**src/rtl/axis_pkg.sv**
```systemverilog
// rtl/axis_pkg.sv - shared stream helpers: lane counts, popcount, saturating add, beat record
package axis_pkg;

  localparam int unsigned AXIS_DEF_DW    = 32;
  localparam int unsigned AXIS_DEF_LANES = AXIS_DEF_DW / 8;
  // Widest lane mask the popcount helper handles (512-bit TDATA)
  localparam int unsigned AXIS_MAX_LANES = 64;

  // Beat record at the default width; parameterised blocks declare their own copy
  typedef struct packed {
    logic [AXIS_DEF_DW-1:0]    data;
    logic [AXIS_DEF_LANES-1:0] keep;
    logic                      last;
  } axis_beat_t;

  // Byte-lane count for a TDATA width in bits
  function automatic int unsigned axis_lanes(input int unsigned dw);
    return dw / 8;
  endfunction

  // Number of set lanes in a (zero-extended) lane mask
  function automatic logic [7:0] popcount(input logic [AXIS_MAX_LANES-1:0] mask);
    logic [7:0] n;
    n = '0;
    for (int i = 0; i < int'(AXIS_MAX_LANES); i++) begin
      n = n + {7'd0, mask[i]};
    end
    return n;
  endfunction

  // Saturating add at 2**width-1; returns {overflowed, result}
  function automatic logic [32:0] sat_add(input logic [31:0] a, input logic [31:0] b,
                                          input int unsigned width);
    logic [32:0] s;
    logic [32:0] lim;
    s   = {1'b0, a} + {1'b0, b};
    lim = (33'd1 << width) - 33'd1;
    if (s > lim) begin
      return {1'b1, lim[31:0]};
    end
    return {1'b0, s[31:0]};
  endfunction

endpackage

```
**src/rtl/axis_slave_rx_sfifo.sv**
```systemverilog
// rtl/axis_slave_rx_sfifo.sv - synchronous FIFO with a registered output stage
module sfifo #(
  parameter int WIDTH  = 8,
  parameter int LGFIFO = 4
) (
  input  logic              i_aclk,
  input  logic              i_areset,
  input  logic              push,
  input  logic [WIDTH-1:0]  wdata,
  input  logic              ready,
  output logic              empty,
  output logic [WIDTH-1:0]  rdata,
  output logic              full,
  output logic [LGFIFO:0]   fill
);

  localparam int DEPTH = 1 << LGFIFO;
  localparam logic [LGFIFO:0] FULL_LVL = {1'b1, {LGFIFO{1'b0}}};

  // The output register counts as one slot, so the array never holds more
  // than DEPTH-1 entries and LGFIFO-bit pointers cannot alias.
  logic [WIDTH-1:0]  mem [DEPTH];
  logic [LGFIFO-1:0] wr_ptr;
  logic [LGFIFO-1:0] rd_ptr;
  logic              valid;
  logic              mem_empty;
  logic              pop;
  logic              load;
  logic              from_mem;
  logic              bypass;
  logic              mem_wr;
  logic [LGFIFO:0]   fill_next;

  assign empty     = !valid;
  assign mem_empty = (wr_ptr == rd_ptr);
  assign pop       = valid && ready;
  assign load      = !valid || pop;
  assign from_mem  = load && !mem_empty;
  assign bypass    = load && mem_empty && push;
  assign mem_wr    = push && !bypass;

  // Occupancy moves only when exactly one of push/pop happens
  always_comb begin
    fill_next = fill;
    if (push && !pop) begin
      fill_next = fill + (LGFIFO+1)'(1);
    end else if (!push && pop) begin
      fill_next = fill - (LGFIFO+1)'(1);
    end
  end

  // Storage array write; contents are don't-care after reset
  always_ff @(posedge i_aclk) begin
    if (mem_wr) begin
      mem[wr_ptr] <= wdata;
    end
  end

  // Pointers, output register, fill level and registered full flag
  always_ff @(posedge i_aclk or posedge i_areset) begin
    if (i_areset) begin
      wr_ptr <= '0;
      rd_ptr <= '0;
      valid  <= 1'b0;
      rdata  <= '0;
      fill   <= '0;
      full   <= 1'b0;
    end else begin
      if (mem_wr) begin
        wr_ptr <= wr_ptr + LGFIFO'(1);
      end
      if (from_mem) begin
        rd_ptr <= rd_ptr + LGFIFO'(1);
      end
      if (load) begin
        valid <= from_mem || push;
        if (from_mem) begin
          rdata <= mem[rd_ptr];
        end else if (push) begin
          rdata <= wdata;
        end
      end
      fill <= fill_next;
      full <= (fill_next == FULL_LVL);
    end
  end

endmodule

```
**src/rtl/axis_slave_rx.sv**
```systemverilog
// rtl/axis_slave_rx.sv - AXI-Stream sink with beat FIFO and per-packet length/status records
module axis_slave_rx #(
  parameter int C_AXIS_DATA_WIDTH = 32,
  parameter int LGFIFO            = 4,
  parameter int F_LGDEPTH         = 16,
  parameter int MAX_PACKET        = 0
) (
  input  logic                           i_aclk,
  input  logic                           i_areset,
  input  logic                           i_tvalid,
  output logic                           o_tready,
  input  logic [C_AXIS_DATA_WIDTH-1:0]   i_tdata,
  input  logic [C_AXIS_DATA_WIDTH/8-1:0] i_tstrb,
  input  logic [C_AXIS_DATA_WIDTH/8-1:0] i_tkeep,
  input  logic                           i_tlast,
  output logic                           o_valid,
  input  logic                           i_ready,
  output logic [C_AXIS_DATA_WIDTH-1:0]   o_data,
  output logic [C_AXIS_DATA_WIDTH/8-1:0] o_keep,
  output logic                           o_last,
  output logic                           o_pkt_valid,
  output logic [F_LGDEPTH-1:0]           o_pkt_len,
  output logic                           o_pkt_overlong,
  output logic                           o_proto_err,
  output logic [LGFIFO:0]                o_fill
);

  import axis_pkg::*;

  localparam int unsigned NL = axis_lanes(C_AXIS_DATA_WIDTH);
  localparam int unsigned BW = C_AXIS_DATA_WIDTH + NL + 1;

  typedef struct packed {
    logic [C_AXIS_DATA_WIDTH-1:0] data;
    logic [NL-1:0]                keep;
    logic                         last;
  } beat_t;

  beat_t                wr_beat;
  beat_t                rd_beat;
  logic                 fifo_empty;
  logic                 fifo_full;
  logic                 accept;
  logic [NL-1:0]        lane_mask;
  logic [7:0]           vbytes;
  logic [32:0]          sat_res;
  logic [F_LGDEPTH-1:0] sum;
  logic                 sum_ovf;
  logic                 too_long;
  logic                 reserved;
  logic                 unused_sat_hi;

  // Packet state: running byte count and a sticky saturation flag
  logic [F_LGDEPTH-1:0] cnt;
  logic                 r_ovl;

  assign o_tready  = !fifo_full && !i_areset;
  assign accept    = i_tvalid && o_tready;
  assign lane_mask = i_tkeep & i_tstrb;
  assign reserved  = i_tvalid && (|(~i_tkeep & i_tstrb));

  assign wr_beat = '{data: i_tdata, keep: lane_mask, last: i_tlast};

  sfifo #(
    .WIDTH  (BW),
    .LGFIFO (LGFIFO)
  ) u_fifo (
    .i_aclk   (i_aclk),
    .i_areset (i_areset),
    .push     (accept),
    .wdata    (wr_beat),
    .ready    (i_ready),
    .empty    (fifo_empty),
    .rdata    (rd_beat),
    .full     (fifo_full),
    .fill     (o_fill)
  );

  assign o_valid = !fifo_empty;
  assign o_data  = rd_beat.data;
  assign o_keep  = rd_beat.keep;
  assign o_last  = rd_beat.last;

  assign vbytes        = popcount(AXIS_MAX_LANES'(lane_mask));
  assign sat_res       = sat_add(32'(cnt), 32'(vbytes), F_LGDEPTH);
  assign sum           = sat_res[F_LGDEPTH-1:0];
  assign sum_ovf       = sat_res[32];
  assign unused_sat_hi = ^sat_res[31:F_LGDEPTH];
  assign too_long      = (MAX_PACKET > 0) && (32'(sum) > 32'(MAX_PACKET));

  // Byte accounting; the record goes out as the tlast beat is accepted
  always_ff @(posedge i_aclk or posedge i_areset) begin
    if (i_areset) begin
      cnt            <= '0;
      r_ovl          <= 1'b0;
      o_pkt_valid    <= 1'b0;
      o_pkt_len      <= '0;
      o_pkt_overlong <= 1'b0;
    end else begin
      o_pkt_valid <= accept && i_tlast;
      if (accept) begin
        if (i_tlast) begin
          o_pkt_len      <= sum;
          o_pkt_overlong <= r_ovl || sum_ovf || too_long;
          cnt            <= '0;
          r_ovl          <= 1'b0;
        end else begin
          cnt   <= sum;
          r_ovl <= r_ovl || sum_ovf;
        end
      end
    end
  end

  // Sticky flag for strobed bytes that keep marks as absent
  always_ff @(posedge i_aclk or posedge i_areset) begin
    if (i_areset) begin
      o_proto_err <= 1'b0;
    end else if (reserved) begin
      o_proto_err <= 1'b1;
    end
  end

endmodule

```
**config.mk**
```make
export PLATFORM = sky130hd
export DESIGN_NAME = axis_slave_rx
export DESIGN_NICKNAME = d
export VERILOG_FILES = /design/src/rtl/axis_pkg.sv /design/src/rtl/axis_slave_rx_sfifo.sv /design/src/rtl/axis_slave_rx.sv
export SDC_FILE = /design/constraint.sdc
export NUM_CORES = 1
export LEC_CHECK = 0
export BUFFER_PORTS_ARGS = -buffer_cell sky130_fd_sc_hd__buf_2
export CORE_MARGIN = 10
export CORE_UTILIZATION = 65
export DETAILED_ROUTE_END_ITERATION = 16
export PLACE_DENSITY = 0.84
export SETUP_SLACK_MARGIN = 0.3
export SYNTH_ARGS = -nofsm -noshare
export SYNTH_HDL_FRONTEND = slang
export SYNTH_SLANG_ARGS = --single-unit
```
**constraint.sdc**
```tcl
create_clock -name i_aclk -period 8.4 [get_ports i_aclk]
set_input_delay 1.68 -clock i_aclk [delete_from_list [all_inputs] [get_ports i_aclk]]
set_output_delay 1.68 -clock i_aclk [all_outputs]
set_load 0.01 [all_outputs]
```
# == Yosys cells after proc, flatten, opt, wreduce, memory -nomap -nowiden ==
# Memory sizes are Yosys's and may differ from the RTL's.
# Index checks and enable logic that the tools add are counted.
# totals
ff_bits,88
latchBits,0
ramBits,592
romBits,0
input_bits,45
out_inout_bits,63
n_memories,1
# mem_list
memory,words,word_bits,rd,rd_ports_with_merged_regs,wr,line,rtl
u_fifo.mem,16,37,1,0,1,axis_slave_rx_sfifo.sv:22,logic [WIDTH-1:0] mem [DEPTH];
# classes
addsub,8
multipliers,0
div,0
magnitude_cmp,1
eq_ne,2
shift,0
muxes,11
bitwise,3
n_reduce_logical,25
# ops
cell,n
$mux 37,2
$mux 33,2
$add 16x4->17,1
$gt 17x16->1 const B,1
$mux 16,1
$logic_and 1x1->1,11
$mux 5,2
$add 4x1->4 const B,2
$and 4x4->4,2
$logic_not 1->1,7
$add 5x1->5 const B,1
$eq 5x5->1 const B,1
$sub 5x1->5 const B,1
$add 3x1->4,1
$eq 4x4->1,1
$mux 1,4
$not 4->4,1
$reduce_and 2->1,2
$reduce_or 4->1,1
$add 2x1->3,1
$logic_or 1x1->1,3
$add 1x1->2,1
$reduce_bool 2->1,1

# == Longest topological paths before layout ==
# depth
ltp_word,10
ltp_mapped,11
ltp_nobuf,10

# == Hierarchy ==
# A second synthesis with hierarchy kept.
# hier_totals
hier_cells,1385
area_unflattened_um2,26608.0
# by_module_without_submodules
mod,instances,cells_per_inst,area_per_inst_um2,seq_area_each_um2
sfifo,1,1172,24634.9,19078.3
axis_slave_rx,1,213,1973.1,900.9

# == Worst setup path before layout ==
# OpenSTA, ideal clock, no wires.
# synth_timing
kind,input to register
startpoint,input i_areset
endpoint,"memory u_fifo.mem[3][0] (netlist name), enable pin"
setup_ns,0.477
arrival_ns,5.200
t_required_ns,7.923
path_slack_ns,2.722
path_stages,4
path_cell_list,or3b_1 > a21oi_1 > nand2_1 > nor3_1
# synth_between
elab_chain_len,8
# synth_lines
item,line,rtl
start: declaration,axis_slave_rx.sv:9,"input logic i_areset,"
$logic_not 1->1 (no source line) (*),n/a,
$logic_and 1x1->1 (*),axis_slave_rx.sv:57,assign o_tready = !fifo_full && !i_areset;
$logic_and 1x1->1 (*),axis_slave_rx.sv:58,assign accept = i_tvalid && o_tready;
$logic_and 1x1->1,axis_slave_rx_sfifo.sv:39,assign bypass = load && mem_empty && push;
$logic_not 1->1,axis_slave_rx_sfifo.sv:40,assign mem_wr = push && !bypass;
$logic_and 1x1->1 (*),axis_slave_rx_sfifo.sv:40,
$mux 1 (*),axis_slave_rx_sfifo.sv:54,if (mem_wr) begin
$mux 1 (implied by the code) (*),axis_slave_rx_sfifo.sv:55,mem[wr_ptr] <= wdata;
end: declaration,axis_slave_rx_sfifo.sv:22,
# Every way passes the cells marked *; elsewhere a longest branch is shown, timed or not.

# == Worst setup path in the final report ==
# layout_timing
startpoint,input i_areset
endpoint,"memory u_fifo.mem[15][32] (netlist name), enable pin"
# The elaborated chain is that of the path after synthesis.

==> impl_metrics.tcl <==
set metrics [dict create \
    status "finished, final reports clean" \
    r2r_slack_ps 4110 \
    hold_buffers 0 \
    grt_pass1_wl_um 98000 \
    drt_iter0_markers 1976 \
    ys_ff_latch 680 \
    synth_cell_type_count 60 \
    grt_use_total 0.264 \
    mostFrequentLayoutCell "edfxtp_1" \
    ant_nets 0 \
    fin_crit_ps 4910 \
    core-area_mm2 0.0400 \
    ctsRootBufferMaster "clkbuf_16" \
    clock-sinks 680 \
    skew_ps 31.7 \
    irDropWorstVdd_v 0.000227 \
    cts_inserted_buffers 68 \
    path_buf_inv 2 \
    postPlaceCellArea_mm2 0.0276 \
    required_ps 8620 \
    clock_path_buffers 3 \
    gp_congestion 0.798 \
    dieArea_mm2 0.0492 \
    pin_count 108 \
    end_kind "register" \
    dr.pass1.iters 5 \
    vias_per_cell 6.98 \
    crit_fanout 21 \
    postSynthAreaPerCell_um2 19.3 \
    synth_edf_count 592 \
    setup_viol 0 \
    setup_tns_ps 0 \
    path_cells "buf_2 -> or3b_1 -> a21oi_1 -> nand2_1 -> nor2_4 -> buf_4" \
    dieWidth_um 222 \
    drt-total-wl_um 64900 \
    drive_above_1_share 0.270 \
    num_rows 73 \
    nFillCells 2120 \
    max_freq_ghz 0.204 \
    drv_cap 0 \
    grt_antenna_before_repair 0 \
    synth_top_area_frac 0.671 \
    final-seq-area_mm2 0.0200 \
    fp.dieH_um 222 \
    vias 14500 \
    async_flop_share 0.129 \
    synth_nets 1426 \
    crit_type "primary input to register" \
    cpMaxStageDelayCell "a21oi_1" \
    io_buffers 107 \
    hold_viol 0 \
    post_cts_resized 0 \
    critPathArrivalTime_ps 5130 \
    area.growth.synth_to_final_pct 12.4 \
    overflow 0 \
    totalPowerFinal_mw 9.85 \
    ys_top_cells_by_area "edfxtp_1 (67%), mux4_2 (13%), dfrtp_1 (8.3%), a21oi_1 (1.7%), o22ai_1 (1.6%)" \
    wire_per_inst_um 31.3 \
    maxSlewHeadroom 0.149 \
    yosys.area.top_type "edfxtp_1" \
    cts_tree "built" \
    fin_nets 1550 \
    ys_seq_area_frac 0.754 \
    clk_pin_slew_ps 60 \
    final_cell_area_mm2 0.0298 \
    h-tree-depth 3 \
    start_util 0.662 \
    p_per_area_mw_per_mm2 331 \
    cp_slowest_stage_delay_ps 870 \
    grt_pass1_vias 15300 \
    timing.final.crit_share 0.585 \
    rsz0062_at_grt "false" \
    min_path_type "register to register" \
    multi_input_area_mm2 0.00619 \
    layout_common_cells "edfxtp_1 (592), mux4_2 (148), buf_2 (107)" \
    antenna_cells 0 \
    synthCells 1370 \
    finalMaxSlewViolations 0 \
    netlist_area_mm2 0.0265 \
    tightest_slew_ps 1270 \
    postCtsSetupBuffers 0 \
    grt_max_degree 79 \
    drc 0 \
    clock_latency_ps 610 \
    start_kind "primary input" \
    synth_ff_type "edfxtp_1" \
    synth_warnings 0 \
    dpl.hpwl_um 33700 \
    cp_top_family "simple AND/OR/NAND/NOR gates" \
    leakagePower_nw 9.97 \
]
-- cell usage after synthesis, types with 8 or more instances --
library cell,count
nand2_1,21
mux4_2,148
buf_4,10
or3_1,33
buf_2,31
edfxtp_1,592
xor2_1,8
inv_1,18
clkbuf_1,31
xnor2_1,19
nor2_1,72
o22ai_1,66
o21ai_0,14
a31oi_1,11
dfrtp_1,88
a22oi_1,9
ha_1,8
a21oi_1,92
nand2b_1,9
-- cell type report --
class | count | share of cell area
inverters | 18 | 0.00235
well taps | 525 | 0.0221
flip-flops and latches | 680 | 0.671
repair buffers | 132 | 0.0243
clock inverters | 28 | 0.00752
multi-input cells | 594 | 0.208
clock buffers | 93 | 0.0648
-- logic make-up after synthesis --
logic type | after synthesis | share of synthesized area
xor+xnor | 27 | 0.00893
buf+inv | 96 | 0.0171
simple gates | 181 | 0.0351
compound gates | 221 | 0.0503
mux | 154 | 0.128
fa+ha+maj | 11 | 0.00605
flops | 680 | 0.754
-- power breakdown --
part	switching (mW)	total, mW	internal [mW]
registers	0.273	4.27	4.00
clock network	1.26	2.94	1.68
logic	1.51	2.65	1.14
-- through the flow --
stage | utilization | cells | setup slack (ps) | hold WS (ps)
2_1_floorplan | - | 1370 | 2720 | 463
3_3_place_gp | 0.691 | 1949 | 3260 | 444
3_5_place_dp | 0.691 | 1949 | 3120 | 452
4_1_cts | 0.744 | 2070 | 3660 | 485
5_1_grt | 0.744 | 2070 | 3520 | 504
6_report | 0.744 | 2070 | 3490 | 484
-- worst paths after layout --
path | startpoint | end | cells past startpoint
max | i_areset | u_fifo.mem[15][32] | 6
min | o_proto_err | o_proto_err | 1
max reg2reg | u_fifo.rd_ptr[0] | u_fifo.mem[15][32] | 6
min reg2reg | o_proto_err | o_proto_err | 1
max in group asynchronous | i_areset | cnt[15] | 3
min in group asynchronous | i_areset | u_fifo.rdata[35] | 2
-- state kept, by name, indices dropped and copies added, names as in the netlist --
name            flops
o_proto_err         1
o_pkt_overlong      1
u_fifo.rdata       37
u_fifo.rd_ptr       4
u_fifo.fill         5
o_pkt_valid         1
cnt                16
u_fifo.valid        1
u_fifo.wr_ptr       4
o_pkt_len          16
u_fifo.full         1
r_ovl               1
u_fifo.mem        592
-- metal layers --
metal	global-route usage	share of wire	up-vias	wire [µm]
met1	0.338	0.36	7475	23000
met4	0.0971	0.030	0	1940
met2	0.437	0.52	1008	33500
met5	0	0	-	0
li1	-	-	5831	-
met3	0.0588	0.098	144	6350
(Power assumes the default switching activity.)
